`config.mk`:
```
export PLATFORM = sky130hd
export DESIGN_NAME = gpr_writeback_arbiter
export DESIGN_NICKNAME = d
export VERILOG_FILES = /design/src/rtl/gpr_writeback_arbiter.sv
export SDC_FILE = /design/constraint.sdc
export NUM_CORES = 1
export LEC_CHECK = 0
export ABC_CLOCK_PERIOD_IN_PS = 3400
export CORE_AREA = 2 2 130 132
export DETAILED_ROUTE_END_ITERATION = 8
export DIE_AREA = 0 0 132 134
export GPL_ROUTABILITY_DRIVEN = 0
export HOLD_SLACK_MARGIN = 0.02
export PLACE_DENSITY = 0.75
export SYNTH_ARGS = -nofsm -noshare
export SYNTH_HDL_FRONTEND = slang
export SYNTH_SLANG_ARGS = --single-unit
```
`constraint.sdc`:
```
create_clock -name i_clk -period 3.4 [get_ports i_clk]
set_input_delay 0.85 -clock i_clk [delete_from_list [all_inputs] [get_ports i_clk]]
set_output_delay 0.85 -clock i_clk [all_outputs]
set_load 0.02 [all_outputs]
```
`src/rtl/gpr_writeback_arbiter.sv`:
```
// Write-side controller for the GPR file: arbitrates ALU and buffered load results onto the
// single write port, tracks pending destinations and reports hazards/forwarding for two read selects.
module gpr_writeback_arbiter #(
    parameter int num_regs       = 32,
    parameter int l2_num_regs    = 5,
    parameter int lsu_fifo_depth = 2,
    parameter int word_size      = 32
) (
    input  logic                   i_clk,
    input  logic                   i_rst_n,
    input  logic                   i_issue_valid,
    input  logic [l2_num_regs-1:0] i_issue_rd,
    output logic                   o_issue_ready,
    input  logic                   i_alu_valid,
    input  logic [l2_num_regs-1:0] i_alu_rd,
    input  logic [word_size-1:0]   i_alu_data,
    output logic                   o_alu_ready,
    input  logic                   i_lsu_valid,
    input  logic [l2_num_regs-1:0] i_lsu_rd,
    input  logic [word_size-1:0]   i_lsu_data,
    output logic                   o_lsu_ready,
    output logic                   o_load_gpr,
    output logic [l2_num_regs-1:0] o_load_gpr_sel,
    output logic [word_size-1:0]   o_load_gpr_data,
    input  logic [l2_num_regs-1:0] i_read_gpr_A_sel,
    input  logic [l2_num_regs-1:0] i_read_gpr_B_sel,
    output logic                   o_hazard_A,
    output logic                   o_hazard_B,
    output logic                   o_fwd_A_valid,
    output logic                   o_fwd_B_valid,
    output logic [word_size-1:0]   o_fwd_A_data,
    output logic [word_size-1:0]   o_fwd_B_data,
    output logic [num_regs-1:0]    o_pending,
    output logic                   o_busy
);
    localparam int ptr_w = (lsu_fifo_depth > 1) ? $clog2(lsu_fifo_depth) : 1;
    localparam int cnt_w = $clog2(lsu_fifo_depth + 1);

    logic [l2_num_regs-1:0] r_fifo_rd   [lsu_fifo_depth];
    logic [word_size-1:0]   r_fifo_data [lsu_fifo_depth];
    logic [ptr_w-1:0]       r_wr_ptr;
    logic [ptr_w-1:0]       r_rd_ptr;
    logic [cnt_w-1:0]       r_count;

    logic                   r_load_gpr;
    logic [l2_num_regs-1:0] r_load_gpr_sel;
    logic [word_size-1:0]   r_load_gpr_data;
    logic [num_regs-1:0]    r_pending;
    logic [num_regs-1:0]    w_pending_next;

    logic                   w_fifo_full;
    logic                   w_fifo_empty;
    logic                   w_push;
    logic                   w_pop;
    logic                   w_alu_win;
    logic                   w_win_valid;
    logic [l2_num_regs-1:0] w_win_rd;
    logic [word_size-1:0]   w_win_data;
    logic                   w_issue_fire;

    assign w_fifo_full  = (r_count == cnt_w'(lsu_fifo_depth));
    assign w_fifo_empty = (r_count == '0);

    // A full buffer takes priority so loads can never be starved by a continuous ALU stream.
    assign o_alu_ready  = !w_fifo_full;
    assign o_lsu_ready  = !w_fifo_full;
    assign w_alu_win    = i_alu_valid && !w_fifo_full;
    assign w_pop        = !w_fifo_empty && !w_alu_win;
    assign w_push       = i_lsu_valid && !w_fifo_full;
    assign w_win_valid  = w_alu_win || w_pop;
    assign w_win_rd     = w_alu_win ? i_alu_rd : r_fifo_rd[r_rd_ptr];
    assign w_win_data   = w_alu_win ? i_alu_data : r_fifo_data[r_rd_ptr];

    always_ff @(posedge i_clk) begin
        if (w_push) begin
            r_fifo_rd[r_wr_ptr]   <= i_lsu_rd;
            r_fifo_data[r_wr_ptr] <= i_lsu_data;
        end
    end

    always_ff @(posedge i_clk or negedge i_rst_n) begin
        if (!i_rst_n) begin
            r_wr_ptr <= '0;
            r_rd_ptr <= '0;
            r_count  <= '0;
        end else begin
            if (w_push) r_wr_ptr <= r_wr_ptr + ptr_w'(1);
            if (w_pop)  r_rd_ptr <= r_rd_ptr + ptr_w'(1);
            if (w_push && !w_pop)      r_count <= r_count + cnt_w'(1);
            else if (!w_push && w_pop) r_count <= r_count - cnt_w'(1);
        end
    end

    // A winner targeting r0 still consumes its slot but never raises the write enable.
    always_ff @(posedge i_clk or negedge i_rst_n) begin
        if (!i_rst_n) begin
            r_load_gpr      <= 1'b0;
            r_load_gpr_sel  <= '0;
            r_load_gpr_data <= '0;
        end else begin
            r_load_gpr <= w_win_valid && (w_win_rd != '0);
            if (w_win_valid) begin
                r_load_gpr_sel  <= w_win_rd;
                r_load_gpr_data <= w_win_data;
            end
        end
    end

    assign o_issue_ready = (i_issue_rd == '0) || !r_pending[i_issue_rd];
    assign w_issue_fire  = i_issue_valid && o_issue_ready && (i_issue_rd != '0);

    assign w_pending_next[0] = 1'b0;
    for (genvar gi = 1; gi < num_regs; gi++) begin : g_pend
        // Set beats clear when an issue lands on the register being written back.
        assign w_pending_next[gi] =
            (w_issue_fire && (i_issue_rd == l2_num_regs'(gi))) ||
            (r_pending[gi] && !(r_load_gpr && (r_load_gpr_sel == l2_num_regs'(gi))));
    end

    always_ff @(posedge i_clk or negedge i_rst_n) begin
        if (!i_rst_n) r_pending <= '0;
        else          r_pending <= w_pending_next;
    end

    assign o_fwd_A_valid = (i_read_gpr_A_sel != '0) && r_load_gpr && (r_load_gpr_sel == i_read_gpr_A_sel);
    assign o_fwd_B_valid = (i_read_gpr_B_sel != '0) && r_load_gpr && (r_load_gpr_sel == i_read_gpr_B_sel);
    assign o_hazard_A    = (i_read_gpr_A_sel != '0) && r_pending[i_read_gpr_A_sel] && !o_fwd_A_valid;
    assign o_hazard_B    = (i_read_gpr_B_sel != '0) && r_pending[i_read_gpr_B_sel] && !o_fwd_B_valid;
    assign o_fwd_A_data  = r_load_gpr_data;
    assign o_fwd_B_data  = r_load_gpr_data;

    assign o_load_gpr      = r_load_gpr;
    assign o_load_gpr_sel  = r_load_gpr_sel;
    assign o_load_gpr_data = r_load_gpr_data;
    assign o_pending       = r_pending;
    assign o_busy          = !w_fifo_empty || r_load_gpr || (|r_pending);
endmodule

```
==> metrics, run 1 <==
Post-Place Worst Slack=-0.7595 ns; slowest stage delay, CP=0.50 ns; sequential share of the synthesized area=between 50% and 60%; CP Max Fanout=7; clock skew=between 0.01 and 0.015 ns; Compound-Gate Fraction of Synth Area=15.41%; crit path max-delay cell type=mux4_2; Setup crit start kind=input pin; critical path required time=about 2.6 ns; WL/cell=between 20 and 25 um; Skew-Pair Late Insertion Delay=roughly 0.42 ns; Post-DRT Antenna Nets=0; share of post-route cells with drive strength above 1=about a fifth; diodes inserted=0; Core Region=16290 um2; RSZ-0062 raised after global routing=false; period utilisation layout=a little over nine tenths; area grow syn2layout=40.40%; initial antenna violation count=0; Slew @ Worst Pin=roughly 0.98 ns; final worst setup slack=between 0.07 and 0.08 ns; register bit total from synthesis=between 100 and 150; hold_buf cts=0; simple-gate share of the synthesized area=6.101%; via count=between 6000 and 7000; FP Rows=47; post-DP HPWL=approximately 16000 um; CTS Buffer Depth=2; Post-Synth Adder-Cell Area=less than 1%; Mapped Cells=roughly 620; fmax=between 300 and 400 MHz; Num CTS Buffers=17; Pwr Density=roughly 1000 nW/um2; Via density=approximately 5.9; Critical Path AT=~2.5 ns; largest family of logic cells by synthesized area=compound AO/OA/AOI/OAI gates; Synthesis Warnings=0; vias in the first global route=approximately 6400; root buffer cell=clkbuf_16; I/O pin cnt=approximately 240; commonest non-fill, non-tap cell in the layout=clkdlybuf4s50_1; Sink Count=147; H-tree depth=4; die area=17690 um2; Initial Utilization=45.96%; CP delay by family, top=multiplexers; overall global routing resource usage=24.78%; post-route core utilization=between 60% and 70%; Die H=roughly 130 um; gr ovfl total=0; I/O Buffers=around 230; Hold WS=0.5655 ns; Final setup viols=0; FILL cells=between 1000 and 1500; Setup crit end kind=primary output; Async SR Flop Fraction=about half; DRC viols=0; clock transition at the registers of the reported paths=0.06 ns; first-pass GRT wire length=between 30000 and 40000 um; Post-Synth XOR/XNOR Area=under 10%; Final Hold Viols=0; area of the mapped netlist=approximately 7500 um2; max_slew headroom=a little over a third; EDFF count, synth=74; Die Wd=between 100 and 150 um; nets=between 900 and 1000; Final min period=between 3 and 4 ns; Syn Nets=~720; setup_tns=0 ns; Slew Limit Fails=0; Synth area leaders=edfxtp_1, dfrtp_1, buf_4, o21ai_0, a22oi_1; most frequent cells in the layout=clkdlybuf4s50_1, o21ai_0, edfxtp_1; Worst Hold Class=in -> async; leakage power=just under 4 nW; critical path class=in -> out; post-synth top area cell=edfxtp_1; 1st-pass router iterations=5; status=finished clean; ys flop type=edfxtp_1; syn avg cell area=about 12 um2; post-synth cell types=between 40 and 50; CTS tree=yes; fraction of synthesized area in multiplexers=a little over an eighth; max-cap viol count=0; critical path cell sequence=buf_4, buf_12, mux4_2, mux4_2, mux2i_1, buf_4; maximum vdd drop=around 0.67 mV; Critical path buffers and inverters=3; largest net degree at the start of global routing=74; DR iter-0 viols=approximately 570; top cell type's share of synthesized area=around 30%; wirelength, routed=roughly 22000 um
==> power by group <==
group | switching, W | leakage (nW) | internal, W
Combinational | 0.00288 | 2.11 | 0.00257
Clock | 0.000744 | 0.270 | 0.00104
Sequential | 0.000696 | 1.56 | 0.00255
==> cells by family after synthesis <==
group,after synthesis
flip-flops,147
adder cells (fa/ha/maj),1
multiplexers,77
buffers and inverters,108
other,1
AND/OR/NAND/NOR,84
XOR/XNOR,15
AO/OA/AOI/OAI,191
==> Yosys cell counts, types with 2 or more instances <==
master / number
nor2b_1: 6
nand4b_1: 2
nand2_1: 20
a31oi_1: 4
mux2_2: 37
mux4_2: 15
clkbuf_1: 26
xor2_1: 2
nand4_1: 5
and2_1: 2
a22oi_1: 63
o21ai_1: 5
or4_1: 2
nand3b_1: 3
a21oi_1: 12
edfxtp_1: 74
a22o_1: 3
nor4_1: 8
dfrtp_1: 73
nor3_1: 4
buf_4: 66
nor2_1: 8
o21ai_0: 97
mux2i_1: 25
or3_1: 6
and3_1: 2
nand2b_1: 8
a211oi_1: 4
xnor2_1: 13
nand3_1: 5
inv_1: 3
buf_2: 11
==> stage by stage <==
step | cells | total power, W | cell area [um2]
global route | 1062 | 0.01094 | 10510
global placement | 1026 | 0.008540 | 9888
finish | 1062 | 0.01047 | 10510
floorplan | 624 | 0.006408 | 7486
CTS | 1063 | 0.01046 | 10510
detailed placement | 1026 | 0.008666 | 9888
==> repair_timing <==
item | 4_1_cts | 5_1_grt
setup buffers | 4 | 0
cloned | 1 | 0
pin swaps | 0 | 0
endpoints found under the hold margin | 0 | 0
endpoints found under the setup margin | 6 | 5
gates resized for setup | 26 | 10
==> worst paths after layout <==
| check | slack [ns] | startpoint | to | cells past startpoint |
|---|---|---|---|---|
| max reg2reg | 0.92 | r_count[0] | r_fifo_data[0][6] | 5 |
| max in group asynchronous | 2.11 | i_rst_n | r_rd_ptr | 1 |
| min reg2reg | 0.57 | r_wr_ptr | r_wr_ptr | 1 |
| min | 0.57 | i_rst_n | o_fwd_A_data[0] | 1 |
| max | 0.07 | i_issue_rd[0] | o_issue_ready | 6 |
| min in group i_clk | 0.57 | r_wr_ptr | r_wr_ptr | 1 |
==> metal layers <==
layer  share of wire (%)  GRT usage, %  wire length [um]  up-vias
li1                    -             -                 -     2723
met1                  38         29.42              8381     3115
met2                  51         43.20             11300      404
met3                 9.5         6.425              2123       54
met4                 2.1         9.843               465        0
met5                   0             0                 0        -
==> flip-flops by register name, summed over array words and instances, names as in the netlist <==
name            count
o_pending          31
r_wr_ptr            1
r_rd_ptr            1
o_load_gpr_sel      5
r_fifo_data        64
o_fwd_A_data       32
o_load_gpr          1
r_fifo_rd          10
r_count             2
==> area by class of cell <==
cell class	count	area (um2)	share of cell area [%]
clock buffer	19	442.9	4.214
clock inverter	13	125.1	1.190
inverter	3	11.26	0.1071
multi-input combinational	369	2808	26.71
sequential	147	4050	38.54
tap	220	275.3	2.619
timing repair buffer	291	2798	26.62
No activity file was read; power rests on OpenSTA's default activity.
==> run 2, diff against run 1 <==
Settings changed: PLACE_DENSITY 0.75 to 0.79.
==> metrics, run 2 (same netlist as run 1, synthesis figures left out) <==
status=finished clean; nets=921 (-0.32%); Critical Path AT=2.49 ns (about the same); Num CTS Buffers=17 (unchanged); I/O pin cnt=236 (unchanged); Core Region=16290 um2 (unchanged); initial antenna violation count=0 (unchanged); H-tree depth=4 (unchanged); DR iter-0 viols=498 (-13%); overall global routing resource usage=24.25% (-0.53 points); commonest non-fill, non-tap cell in the layout=clkdlybuf4s50_1; post-DP HPWL=15450 um (-0.76%); Slew @ Worst Pin=0.9809 ns (+0.001206 ns); wirelength, routed=21830 um (-2.0%); share of post-route cells with drive strength above 1=18.36% (-0.29 points); CP delay by family, top=buffers and inverters; max-cap viol count=0 (unchanged); Initial Utilization=45.96% (unchanged); Post-DRT Antenna Nets=0 (unchanged); gr ovfl total=0 (unchanged); Final Cell Area=10570 um2 (+0.55%); Slew Limit Fails=0 (unchanged); Skew-Pair Late Insertion Delay=0.41 ns (about the same); Pwr Density=996.2 nW/um2 (about the same); Area after DPL=9878 um2 (-0.10%); fmax=299.1 MHz (-0.47%); area grow syn2layout=41.17%; CTS tree=yes; most frequent cells in the layout=clkdlybuf4s50_1, o21ai_0, edfxtp_1; r2r worst-path depth=5 (unchanged); max_slew headroom=34.60% (-0.080 points); leakage power=3.974 nW (+0.70%); Via density=5.918 (-0.18%); Die H=134 um (unchanged); vias in the first global route=6392 (-0.88%); largest net degree at the start of global routing=74 (unchanged); critical path cell sequence=dlygate4sd2_1, buf_12, mux4_2, nor3b_2, a21oi_1, o2111a_1, clkdlybuf4s15_2; Placed Cells=1023 (-0.29%); Final Hold Viols=0 (unchanged); die area=17690 um2 (unchanged); Worst Hold Class=reg -> reg; clock transition at the registers of the reported paths=0.06 ns (about the same); FP Rows=47 (unchanged); maximum vdd drop=0.5809 mV (-13%); first-pass GRT wire length=33550 um (-1.6%); Setup crit end kind=primary output; largest register by flop count=r_fifo_data; CP Max Fanout=10 (+3); DRC viols=0 (unchanged); crit path max-delay cell type=mux4_2; critical path class=in -> out; Sink Count=147 (unchanged); Die Wd=132 um (unchanged); period utilisation layout=98.35% (+0.47 points); critical path required time=2.55 ns (about the same); Total Power=0.01053 W (+0.50%); Final min period=3.344 ns (+0.01587 ns); path length in cells of the critical path=7 (+1); 1st-pass router iterations=5 (unchanged); CTS Buffer Depth=2 (unchanged); post-route core utilization=64.87% (+0.35 points); hold depth=1; Setup crit start kind=input pin; diodes inserted=0 (unchanged); WL/cell=20.61 um (-1.7%); root buffer cell=clkbuf_16; final std cells w/o fill=1059 (-0.28%); clock skew=0.01117 ns (+0.0001230 ns); slowest stage delay, CP=0.51 ns (about the same); via count=6267 (-0.46%); I/O Buffers=234 (unchanged); max reg flops=64 (unchanged); Critical path buffers and inverters=3 (unchanged); Final setup viols=0 (unchanged)
-- run 2: path summary, 6_finish.rpt --
check | from | end | slack [ns]
worst max-delay path | i_read_gpr_A_sel[0] | o_hazard_A | 0.06
worst max register to register | r_count[0] | r_fifo_data[0][9] | 0.99
min in group asynchronous | i_rst_n | o_fwd_A_data[27] | 0.58
worst min-delay path | r_wr_ptr | r_wr_ptr | 0.55
worst min register to register | r_wr_ptr | r_wr_ptr | 0.55
max in group asynchronous | i_rst_n | r_rd_ptr | 2.10
-- run 2: metrics by stage --
step                worst slack (ns)  hold slack (ns)  setup TNS [ns]
global route               -0.005833           0.5582       -0.005833
global placement             -0.7606           0.5276          -2.032
finish                       0.05615           0.5492               0
floorplan                     0.1576           0.4608               0
CTS                         0.002373           0.5517               0
detailed placement           -0.7775           0.5400          -2.204
-- run 2: area by class of cell --
type	count	area, um2
Sequential cell	147	4050
Clock buffer	19	442.9
Clock inverter	13	150.1
Timing Repair Buffer	288	2833
Tap cell	220	275.3
Multi-Input combinational cell	369	2805
Fill cell	1242	5722
Inverter	3	11.26
-- run 2: per-layer routing --
metal | vias up | track usage (%) | part of all wire, % | routed length (um)
met1 | 3083 | 28.75 | 36 | 7952
met4 | 0 | 8.877 | 2.3 | 512
li1 | 2709 | - | - | -
met5 | - | 0 | 0 | 0
met2 | 429 | 42.77 | 51 | 11200
met3 | 46 | 6.198 | 9.9 | 2161
-- run 2: timing repair --
action / CTS / global route
setup buffers: 2 / 0
endpoints found under the setup margin: 6 / 5
hold buffers: 0 / 0
cloned: 1 / 1
resized for setup: 24 / 11
-- run 2: report_power, final --
| part | switching, W | leakage, nW | internal (W) |
|---|---|---|---|
| combinational | 0.00286 | 2.13 | 0.00258 |
| sequential | 0.000689 | 1.56 | 0.00255 |
| clock | 0.000742 | 0.280 | 0.00111 |
==> run 3, diff against run 2 <==
==> constraint.sdc (replaced) <==
create_clock -name i_clk -period 3.4 [get_ports i_clk]
set_input_delay 0.85 -clock i_clk [delete_from_list [all_inputs] [get_ports i_clk]]
set_output_delay 0.85 -clock i_clk [all_outputs]
set_load 0.05 [all_outputs]
==> metrics, run 3 (same netlist as run 1, synthesis figures left out) <==
diodes inserted=0 (unchanged); CTS Buffer Depth=2 (unchanged); via count=6262 (-0.080%); fmax=297.9 MHz (-0.38%); clock skew=0.01458 ns (+0.003415 ns); largest register by flop count=r_fifo_data; Slew @ Worst Pin=0.9957 ns (+0.01472 ns); max_slew headroom=33.62% (-0.98 points); post-DP HPWL=15340 um (-0.72%); critical path required time=2.55 ns (about the same); overall global routing resource usage=25.43% (+1.2 points); DR iter-0 viols=608 (+22%); clock transition at the registers of the reported paths=0.05 ns (about the same); Setup crit start kind=input pin; max reg flops=64 (unchanged); WL/cell=21.67 um (+5.1%); initial antenna violation count=0 (unchanged); Setup crit end kind=primary output; 1st-pass router iterations=5 (unchanged); root buffer cell=clkbuf_16; slowest stage delay, CP=0.50 ns (about the same); commonest non-fill, non-tap cell in the layout=clkdlybuf4s50_1; most frequent cells in the layout=clkdlybuf4s50_1, o21ai_0, edfxtp_1; Num CTS Buffers=17 (unchanged); gr ovfl total=0 (unchanged); H-tree depth=4 (unchanged); CTS tree=yes; R2R Setup Slk=1.05 ns (+0.06 ns); crit path launch=i_issue_rd[0]; vias in the first global route=6507 (+1.8%); nets=905 (-1.7%); I/O pin cnt=236 (unchanged); CP delay by family, top=multiplexers; r2r worst-path depth=4 (-1); die area=17690 um2 (unchanged); Sink Count=147 (unchanged); Initial Utilization=45.96% (unchanged); DRC viols=0 (unchanged); first-pass GRT wire length=34890 um (+4.0%); hold_sp=r_wr_ptr; Post-DRT Antenna Nets=0 (unchanged); Skew-Pair Late Insertion Delay=0.41 ns (about the same); wirelength, routed=22600 um (+3.5%); Die H=134 um (unchanged); Final setup viols=0 (unchanged); CP Max Fanout=6 (-4); max-cap viol count=0 (unchanged); Min-Delay Endpoint=r_wr_ptr; setup_tns=0 ns (unchanged); Final Hold Viols=0 (unchanged); share of post-route cells with drive strength above 1=17.38% (-0.98 points); hold depth=1 (unchanged); I/O Buffers=234 (unchanged); Placed Cells=999 (-2.3%); Slew Limit Fails=0 (unchanged); worst reg2reg path startpoint=r_count[0]; Worst Hold Class=reg -> reg; status=finished clean; critical path class=in -> out; period utilisation layout=98.73% (+0.38 points); R2R Path End=r_fifo_data[1][3]; final std cells w/o fill=1043 (-1.5%); FP Rows=47 (unchanged); largest net degree at the start of global routing=74 (unchanged); crit path max-delay cell type=mux4_2; Critical Path AT=2.51 ns (+0.02 ns); critical path cell sequence=buf_4, buf_12, mux4_2, mux4_2, mux2i_2, buf_12; Die Wd=132 um (unchanged); Via density=6.004 (+1.5%); Critical path buffers and inverters=3 (unchanged); Core Region=16290 um2 (unchanged); Final min period=3.357 ns (+0.01291 ns); area grow syn2layout=40.25%; post-route core utilization=64.45% (-0.42 points)
-- run 3: changes by cell type in the layout (fill, tap and decap cells not counted), moves of 2 or more --
cell,change
nor4_2,-2
dlygate4sd2_1,-3
buf_2,-2
clkinvlp_4,-2
buf_12,+3
buf_6,+4
clkinv_1,+2
nor4_1,+2
clkdlybuf4s50_1,-2
buf_4,-15
-- run 3: layer usage --
layer / global-route usage (%) / up-vias / part of all wire, %
li1: - / 2676 / -
met3: 6.727 / 56 / 10
met2: 44.07 / 465 / 51
met4: 10.57 / 0 / 2.5
met5: 0 / - / 0
met1: 30.14 / 3065 / 37
-- run 3: what timing repair did --
| action | CTS | global route |
|---|---|---|
| pin swaps | 2 | 1 |
| setup buffers | 6 | 3 |
| cloned | 3 | 0 |
| setup endpoints to repair | 3 | 2 |
| hold buffers | 0 | 0 |
| resized for setup | 16 | 8 |
-- run 3: metrics by stage --
step / worst slack (ns) / hold WS, ns / instance area (um2)
detailed placement: -0.3616 / 0.5391 / 9724
global placement: -0.3703 / 0.5264 / 9724
finish: 0.04324 / 0.5424 / 10500
global route: -0.03611 / 0.5626 / 10500
CTS: 0.02582 / 0.5514 / 10450
floorplan: -0.1808 / 0.4608 / 7507
-- run 3: final cells by class --
class / count / area (um2)
clock buffer: 17 / 425.4
tap: 220 / 275.3
inverter: 3 / 11.26
fill: 1201 / 5791
clock inverter: 15 / 156.4
multi-input combinational: 369 / 2820
sequential: 147 / 4050
timing repair buffer: 272 / 2760
-- run 3: how the worst max path moves through the flow --
stage               slack, ns             to  cells after the start
floorplan               -0.18     o_hazard_B                      6
global placement        -0.37  o_issue_ready                      6
detailed placement      -0.36  o_issue_ready                      6
CTS                      0.03     o_hazard_B                      7
global route            -0.04     o_hazard_B                      8
finish                   0.04  o_issue_ready                      6
Power of run 3 is left out: the tool's default activity adds up to more than one toggle a clock period on the data nets, which glitch-free logic cannot reach.
